--- src/rtl/fetch_queue_pipe_pkg.sv ---
// Shared types and default constants for the IF->ID instruction fetch queue.
package fetch_pkg;

  localparam int          DEFAULT_DEPTH     = 4;
  localparam logic [31:0] DEFAULT_NOP_INSTR = 32'h0000_0000;

  typedef struct packed {
    logic [31:0] instr;
    logic [31:0] pcplus4;
  } fq_entry_t;

endpackage

--- src/rtl/fetch_queue_pipe_if.sv ---
// IF/ID handshake bundle: master is the pipeline side, slave is the fetch queue.
interface fetch_queue_pipe_if
  import fetch_pkg::*;
#(
  parameter int DEPTH = DEFAULT_DEPTH
) ();

  logic [31:0]                InstrF;
  logic [31:0]                PCPlus4F;
  logic                       ValidF;
  logic                       StallF;
  logic                       StallD;
  logic                       FlushD;
  logic [31:0]                InstrD;
  logic [31:0]                PCPlus4D;
  logic                       ValidD;
  logic [$clog2(DEPTH+1)-1:0] CountQ;

  modport master (
    output InstrF, PCPlus4F, ValidF, StallD, FlushD,
    input  StallF, InstrD, PCPlus4D, ValidD, CountQ
  );

  modport slave (
    input  InstrF, PCPlus4F, ValidF, StallD, FlushD,
    output StallF, InstrD, PCPlus4D, ValidD, CountQ
  );

endinterface

--- src/rtl/fetch_queue_mem.sv ---
// DEPTH x 64-bit entry storage: one synchronous write port, one asynchronous read port.
module fetch_queue_mem
  import fetch_pkg::*;
#(
  parameter int DEPTH = DEFAULT_DEPTH
) (
  input  logic                     clk,
  input  logic                     we,
  input  logic [$clog2(DEPTH)-1:0] waddr,
  input  fq_entry_t                wdata,
  input  logic [$clog2(DEPTH)-1:0] raddr,
  output fq_entry_t                rdata
);

  fq_entry_t mem [DEPTH];

  // Storage carries no reset; occupancy is tracked by the owning queue.
  always_ff @(posedge clk) begin
    if (we) mem[waddr] <= wdata;
  end

  assign rdata = mem[raddr];

endmodule

--- src/rtl/fetch_queue_pipe.sv ---
// Instruction fetch queue between IF and ID with flush on taken branch.
// Optional macro FETCH_QUEUE_BYPASS_EN forwards IF straight to ID when the queue is empty.
module fetch_queue_pipe
  import fetch_pkg::*;
#(
  parameter int          DEPTH     = DEFAULT_DEPTH,
  parameter logic [31:0] NOP_INSTR = DEFAULT_NOP_INSTR
) (
  input logic               clk,
  input logic               rst,
  fetch_queue_pipe_if.slave bus
);

  localparam int AW = $clog2(DEPTH);
  localparam int CW = $clog2(DEPTH + 1);

  logic [AW-1:0] wr_ptr;
  logic [AW-1:0] rd_ptr;
  logic [CW-1:0] count;
  fq_entry_t     wr_entry;
  fq_entry_t     rd_entry;
  logic          full;
  logic          not_empty;
  logic          bypass;
  logic          bypass_take;
  logic          push;
  logic          pop;
  logic          wr_en;
  logic          rd_en;

  assign full      = (count == CW'(DEPTH));
  assign not_empty = (count != '0);

`ifdef FETCH_QUEUE_BYPASS_EN
  assign bypass = ~not_empty & bus.ValidF & ~bus.FlushD;
`else
  assign bypass = 1'b0;
`endif

  // A bypassed entry consumed by ID in the same cycle never touches storage.
  assign push        = bus.ValidF & ~full & ~bus.FlushD;
  assign pop         = bus.ValidD & ~bus.StallD & ~bus.FlushD;
  assign bypass_take = bypass & ~bus.StallD;
  assign wr_en       = push & ~bypass_take;
  assign rd_en       = pop & ~bypass_take;

  assign wr_entry.instr   = bus.InstrF;
  assign wr_entry.pcplus4 = bus.PCPlus4F;

  fetch_queue_mem #(.DEPTH(DEPTH)) u_mem (
    .clk   (clk),
    .we    (wr_en),
    .waddr (wr_ptr),
    .wdata (wr_entry),
    .raddr (rd_ptr),
    .rdata (rd_entry)
  );

  assign bus.StallF = full;
  assign bus.CountQ = count;

  always_comb begin
    bus.ValidD   = not_empty | bypass;
    bus.InstrD   = NOP_INSTR;
    bus.PCPlus4D = 32'h0;
    if (not_empty) begin
      bus.InstrD   = rd_entry.instr;
      bus.PCPlus4D = rd_entry.pcplus4;
    end else if (bypass) begin
      bus.InstrD   = bus.InstrF;
      bus.PCPlus4D = bus.PCPlus4F;
    end
  end

  // Flush outranks push and pop and realigns both pointers to slot 0.
  always_ff @(posedge clk or posedge rst) begin
    if (rst) begin
      wr_ptr <= '0;
      rd_ptr <= '0;
      count  <= '0;
    end else if (bus.FlushD) begin
      wr_ptr <= '0;
      rd_ptr <= '0;
      count  <= '0;
    end else begin
      if (wr_en) wr_ptr <= wr_ptr + AW'(1);
      if (rd_en) rd_ptr <= rd_ptr + AW'(1);
      case ({wr_en, rd_en})
        2'b10:   count <= count + CW'(1);
        2'b01:   count <= count - CW'(1);
        default: count <= count;
      endcase
    end
  end

endmodule

--- src/flat_wrapper.sv ---
// flat-port wrapper written by rule: the top's interface ports become plain ports
module fetch_queue_pipe_flat import fetch_pkg::*;
#(
  parameter int          DEPTH     = DEFAULT_DEPTH,
  parameter logic [31:0] NOP_INSTR = DEFAULT_NOP_INSTR
)
  (clk, rst, bus_InstrF, bus_PCPlus4F, bus_ValidF, bus_StallD, bus_FlushD, bus_StallF, bus_InstrD, bus_PCPlus4D, bus_ValidD, bus_CountQ);
  fetch_queue_pipe_if #(.DEPTH(DEPTH)) bus_i ();
  input logic clk;
  input logic rst;
  input wire logic [$bits(bus_i.InstrF)-1:0] bus_InstrF;
  input wire logic [$bits(bus_i.PCPlus4F)-1:0] bus_PCPlus4F;
  input wire logic [$bits(bus_i.ValidF)-1:0] bus_ValidF;
  input wire logic [$bits(bus_i.StallD)-1:0] bus_StallD;
  input wire logic [$bits(bus_i.FlushD)-1:0] bus_FlushD;
  output wire logic [$bits(bus_i.StallF)-1:0] bus_StallF;
  output wire logic [$bits(bus_i.InstrD)-1:0] bus_InstrD;
  output wire logic [$bits(bus_i.PCPlus4D)-1:0] bus_PCPlus4D;
  output wire logic [$bits(bus_i.ValidD)-1:0] bus_ValidD;
  output wire logic [$bits(bus_i.CountQ)-1:0] bus_CountQ;
  assign bus_i.InstrF = bus_InstrF;
  assign bus_i.PCPlus4F = bus_PCPlus4F;
  assign bus_i.ValidF = bus_ValidF;
  assign bus_i.StallD = bus_StallD;
  assign bus_i.FlushD = bus_FlushD;
  assign bus_StallF = bus_i.StallF;
  assign bus_InstrD = bus_i.InstrD;
  assign bus_PCPlus4D = bus_i.PCPlus4D;
  assign bus_ValidD = bus_i.ValidD;
  assign bus_CountQ = bus_i.CountQ;
  fetch_queue_pipe #(.DEPTH(DEPTH), .NOP_INSTR(NOP_INSTR)) u_core (.clk(clk), .rst(rst), .bus(bus_i));
endmodule
--- config.mk ---
export PLATFORM = sky130hd
export DESIGN_NAME = fetch_queue_pipe_flat
export DESIGN_NICKNAME = d
export VERILOG_FILES = /design/src/rtl/fetch_queue_pipe_pkg.sv /design/src/rtl/fetch_queue_pipe_if.sv /design/src/rtl/fetch_queue_mem.sv /design/src/rtl/fetch_queue_pipe.sv /design/src/flat_wrapper.sv
export SDC_FILE = /design/constraint.sdc
export NUM_CORES = 1
export LEC_CHECK = 0
export CAP_MARGIN = 25
export CORE_UTILIZATION = 41
export DETAILED_ROUTE_END_ITERATION = 7
export GPL_TIMING_DRIVEN = 0
export HOLD_SLACK_MARGIN = 0.06
export MAX_ROUTING_LAYER = met4
export PLACE_DENSITY = 0.69
export SLEW_MARGIN = 20
export SYNTH_ARGS = -nofsm -noshare
export SYNTH_HDL_FRONTEND = slang
export SYNTH_SLANG_ARGS = --single-unit
--- constraint.sdc ---
create_clock -name clk -period 4.3 [get_ports clk]
set_clock_uncertainty 0.2 [all_clocks]
set_input_delay 0.86 -clock clk [delete_from_list [all_inputs] [get_ports clk]]
set_output_delay 0.86 -clock clk [all_outputs]
set_load 0.01 [all_outputs]
==> flow_summary.json <==
{
  "place_hpwl_microns": 12100,
  "synth_area_sq_um": 10300,
  "drc_errors": 0,
  "ir_worst_vdd_mv": 0.339,
  "synth.top_cell.area_share_pct": 74.7,
  "whs_ns": 0.412,
  "syn_nets": 547,
  "rsz0062_at_grt": "no",
  "arrival_ns": 2.95,
  "rows": 57,
  "synth_largest_area_cell": "edfxtp_1",
  "max_cap_violations": 0,
  "r2r_start": "u_core.bus.CountQ[1]",
  "synth_cells": 473,
  "maxSlewViolCount": 0,
  "synth_top_flop_cell": "edfxtp_1",
  "core-area_sq_um": 24500,
  "cts_root_buf": "clkbuf_16",
  "fin_util_pct": 53.6,
  "port_buffers": 137,
  "routed_wl_microns": 19600,
  "p_per_area_nw_per_um2": 500,
  "r2r_end": "u_core.bus.CountQ[2]",
  "clk_pin_slew_ns": 0.06,
  "fin_area_sq_um": 13100,
  "vias": 5067,
  "slew-limit-headroom_pct": 51.8,
  "area_growth_pct": 27.5,
  "fillers": 1896,
  "cts_resized": 0,
  "vias_per_cell": 5.12,
  "clock_latency_ns": 0.52,
  "clk_path_buf_depth": 3,
  "synth_area_leaders": "edfxtp_1 (75%), mux4_2 (14%), and2_1 (4.1%)",
  "wl_per_cell_microns": 19.8,
  "hp-class": "input port to asynchronous set/reset pin",
  "ys_types": 36,
  "worstPathRequired_ns": 3.24,
  "gr-total-overflow": 0,
  "dieHeight_microns": 160,
  "finalCriticalPeriod_ns": 4.01,
  "tightest_slew_ns": 0.723,
  "status": "completed",
  "initialDrtViolationCount": 275,
  "reg2reg_slack_ns": 1.67,
  "drive_gt1_share_pct": 19.4,
  "synth_common_cells": "edfxtp_1 (256), and2_1 (68), mux4_2 (64)",
  "fin_crit_sh_pct": 93.2,
  "nets": 718,
  "tritoncts": "built",
  "h-tree-depth": 1,
  "finalSetupViolCount": 0,
  "grt_pass1_wl_microns": 30800,
  "layoutNonFillerInstCount": 990,
  "cp-startpoint": "u_core.bus.CountQ[1]",
  "dp.cells": 938,
  "avgSynthCellArea_sq_um": 21.8,
  "routabilityCongestion": 0.811,
  "dpl-instance-area_sq_um": 12200,
  "timing_hold_violations_final": 0,
  "reg2reg_depth": 7,
  "yosysWarnings": 0,
  "start_util_pct": 42.1,
  "p_leak_nw": 4.19,
  "grt_max_degree": 42,
  "synthArstFlopShare_pct": 2.66,
  "die-area_sq_um": 25700,
  "grt_pass1_vias": 5561,
  "io_pins": 138,
  "p_total_mw": 6.56,
  "cts_setup_buffers": 0,
  "yosysMostFrequentCell": "edfxtp_1",
  "cts-buffers-inserted": 28,
  "startpoint_type": "flip-flop",
  "synth_edf_count": 256,
  "firstDrtPassIters": 4,
  "hold_buffers": 0,
  "drtAntennaViolNets": 0,
  "clock.fmax_mhz": 249,
  "cp_max_fo": 10,
  "antenna_found_initial": 0,
  "worstSetupPathType": "flip-flop to primary output",
  "track_usage_pct": 16.1,
  "ys_seq_area_share_pct": 76.4,
  "antenna_cells": 0,
  "fp.dieW_microns": 160,
  "cp-end-kind": "primary output",
  "clock-sinks": 263,
  "ys_seq_elements": 263
}
## sequential cells by signal (all words and copies together), names as in the netlist
signal	flops
u_core.u_mem.mem	256
u_core.bus.CountQ	3
u_core.rd_ptr	2
u_core.wr_ptr	2
## layout make-up
cell class	count	area, sq um	area share, %
Sequential cell	263	7860	59.9
Clock inverter	11	131	1.00
Inverter	8	30.0	0.229
Buffer	25	185	1.41
Tap cell	324	405	3.09
Timing Repair Buffer	141	1480	11.3
Multi-Input combinational cell	177	2220	16.9
Clock buffer	41	801	6.10
## how the worst max path moves through the flow
| stage | endpoint | cells after the start |
|---|---|---|
| after floorplan | u_core.u_mem.mem[0][0] | 3 |
| after global placement | u_core.u_mem.mem[0][61] | 4 |
| after detailed placement | u_core.bus.CountQ[2] | 7 |
| after CTS | bus_PCPlus4D[29] | 7 |
| after global routing | bus_PCPlus4D[29] | 7 |
| final | bus_PCPlus4D[29] | 7 |
## stage by stage
| stage | setup slack, ns | TNS, ns |
|---|---|---|
| 6_report | 0.291 | 0 |
| 5_1_grt | 0.111 | 0 |
| 4_1_cts | 0.234 | 0 |
| 3_5_place_dp | 0.700 | 0 |
| 3_3_place_gp | -1.05 | -263.04 |
| 2_1_floorplan | 0.806 | 0 |
## metal layers
metal | up-vias | track usage, % | wire [microns]
met3 | 29 | 3.05 | 1020
li1 | 2275 | - | -
met1 | 2623 | 20.8 | 8400
met4 | 0 | 3.33 | 344
met2 | 140 | 26.6 | 9870
met5 | - | - | 0
## critical path: stages, from the launching register on
cell             delay [ns]
dfrtp_1                0.40
buf_2                  0.25
nor3_4                 0.09
inv_1                  0.12
clkbuf_2               0.34
clkbuf_1               0.42
and2_1                 0.20
clkdlybuf4s50_1        0.60
## cell families after synthesis
logic type	count (synthesis)	share of synthesized area [%]
flops	263	76.4
simple gates	88	5.40
compound gates	20	1.40
mux	64	14.0
buf+inv	33	2.09
fa+ha+maj	5	0.681
## layout by cell type (no fill, tap or decap), types with 2 or more instances in the layout
cell / n
a21oi_1: 4
and2_1: 64
and2_4: 4
buf_12: 4
buf_16: 4
buf_2: 5
buf_6: 2
bufinv_16: 3
clkbuf_1: 21
clkbuf_16: 29
clkbuf_8: 3
clkdlybuf4s50_1: 137
clkinv_2: 6
dfrtp_1: 7
edfxtp_1: 256
ha_1: 4
inv_1: 8
mux4_2: 64
nand2b_1: 2
nand3b_1: 2
nor2_1: 3
nor2b_1: 3
nor4_1: 2
o21ai_0: 6
or3_1: 3
## where the power goes
group,switching [mW],internal (mW)
logic,0.554,0.697
clock network,0.908,1.47
registers,0.0304,2.91
total,1.49,5.07
No activity file was read; power rests on OpenSTA's default activity.
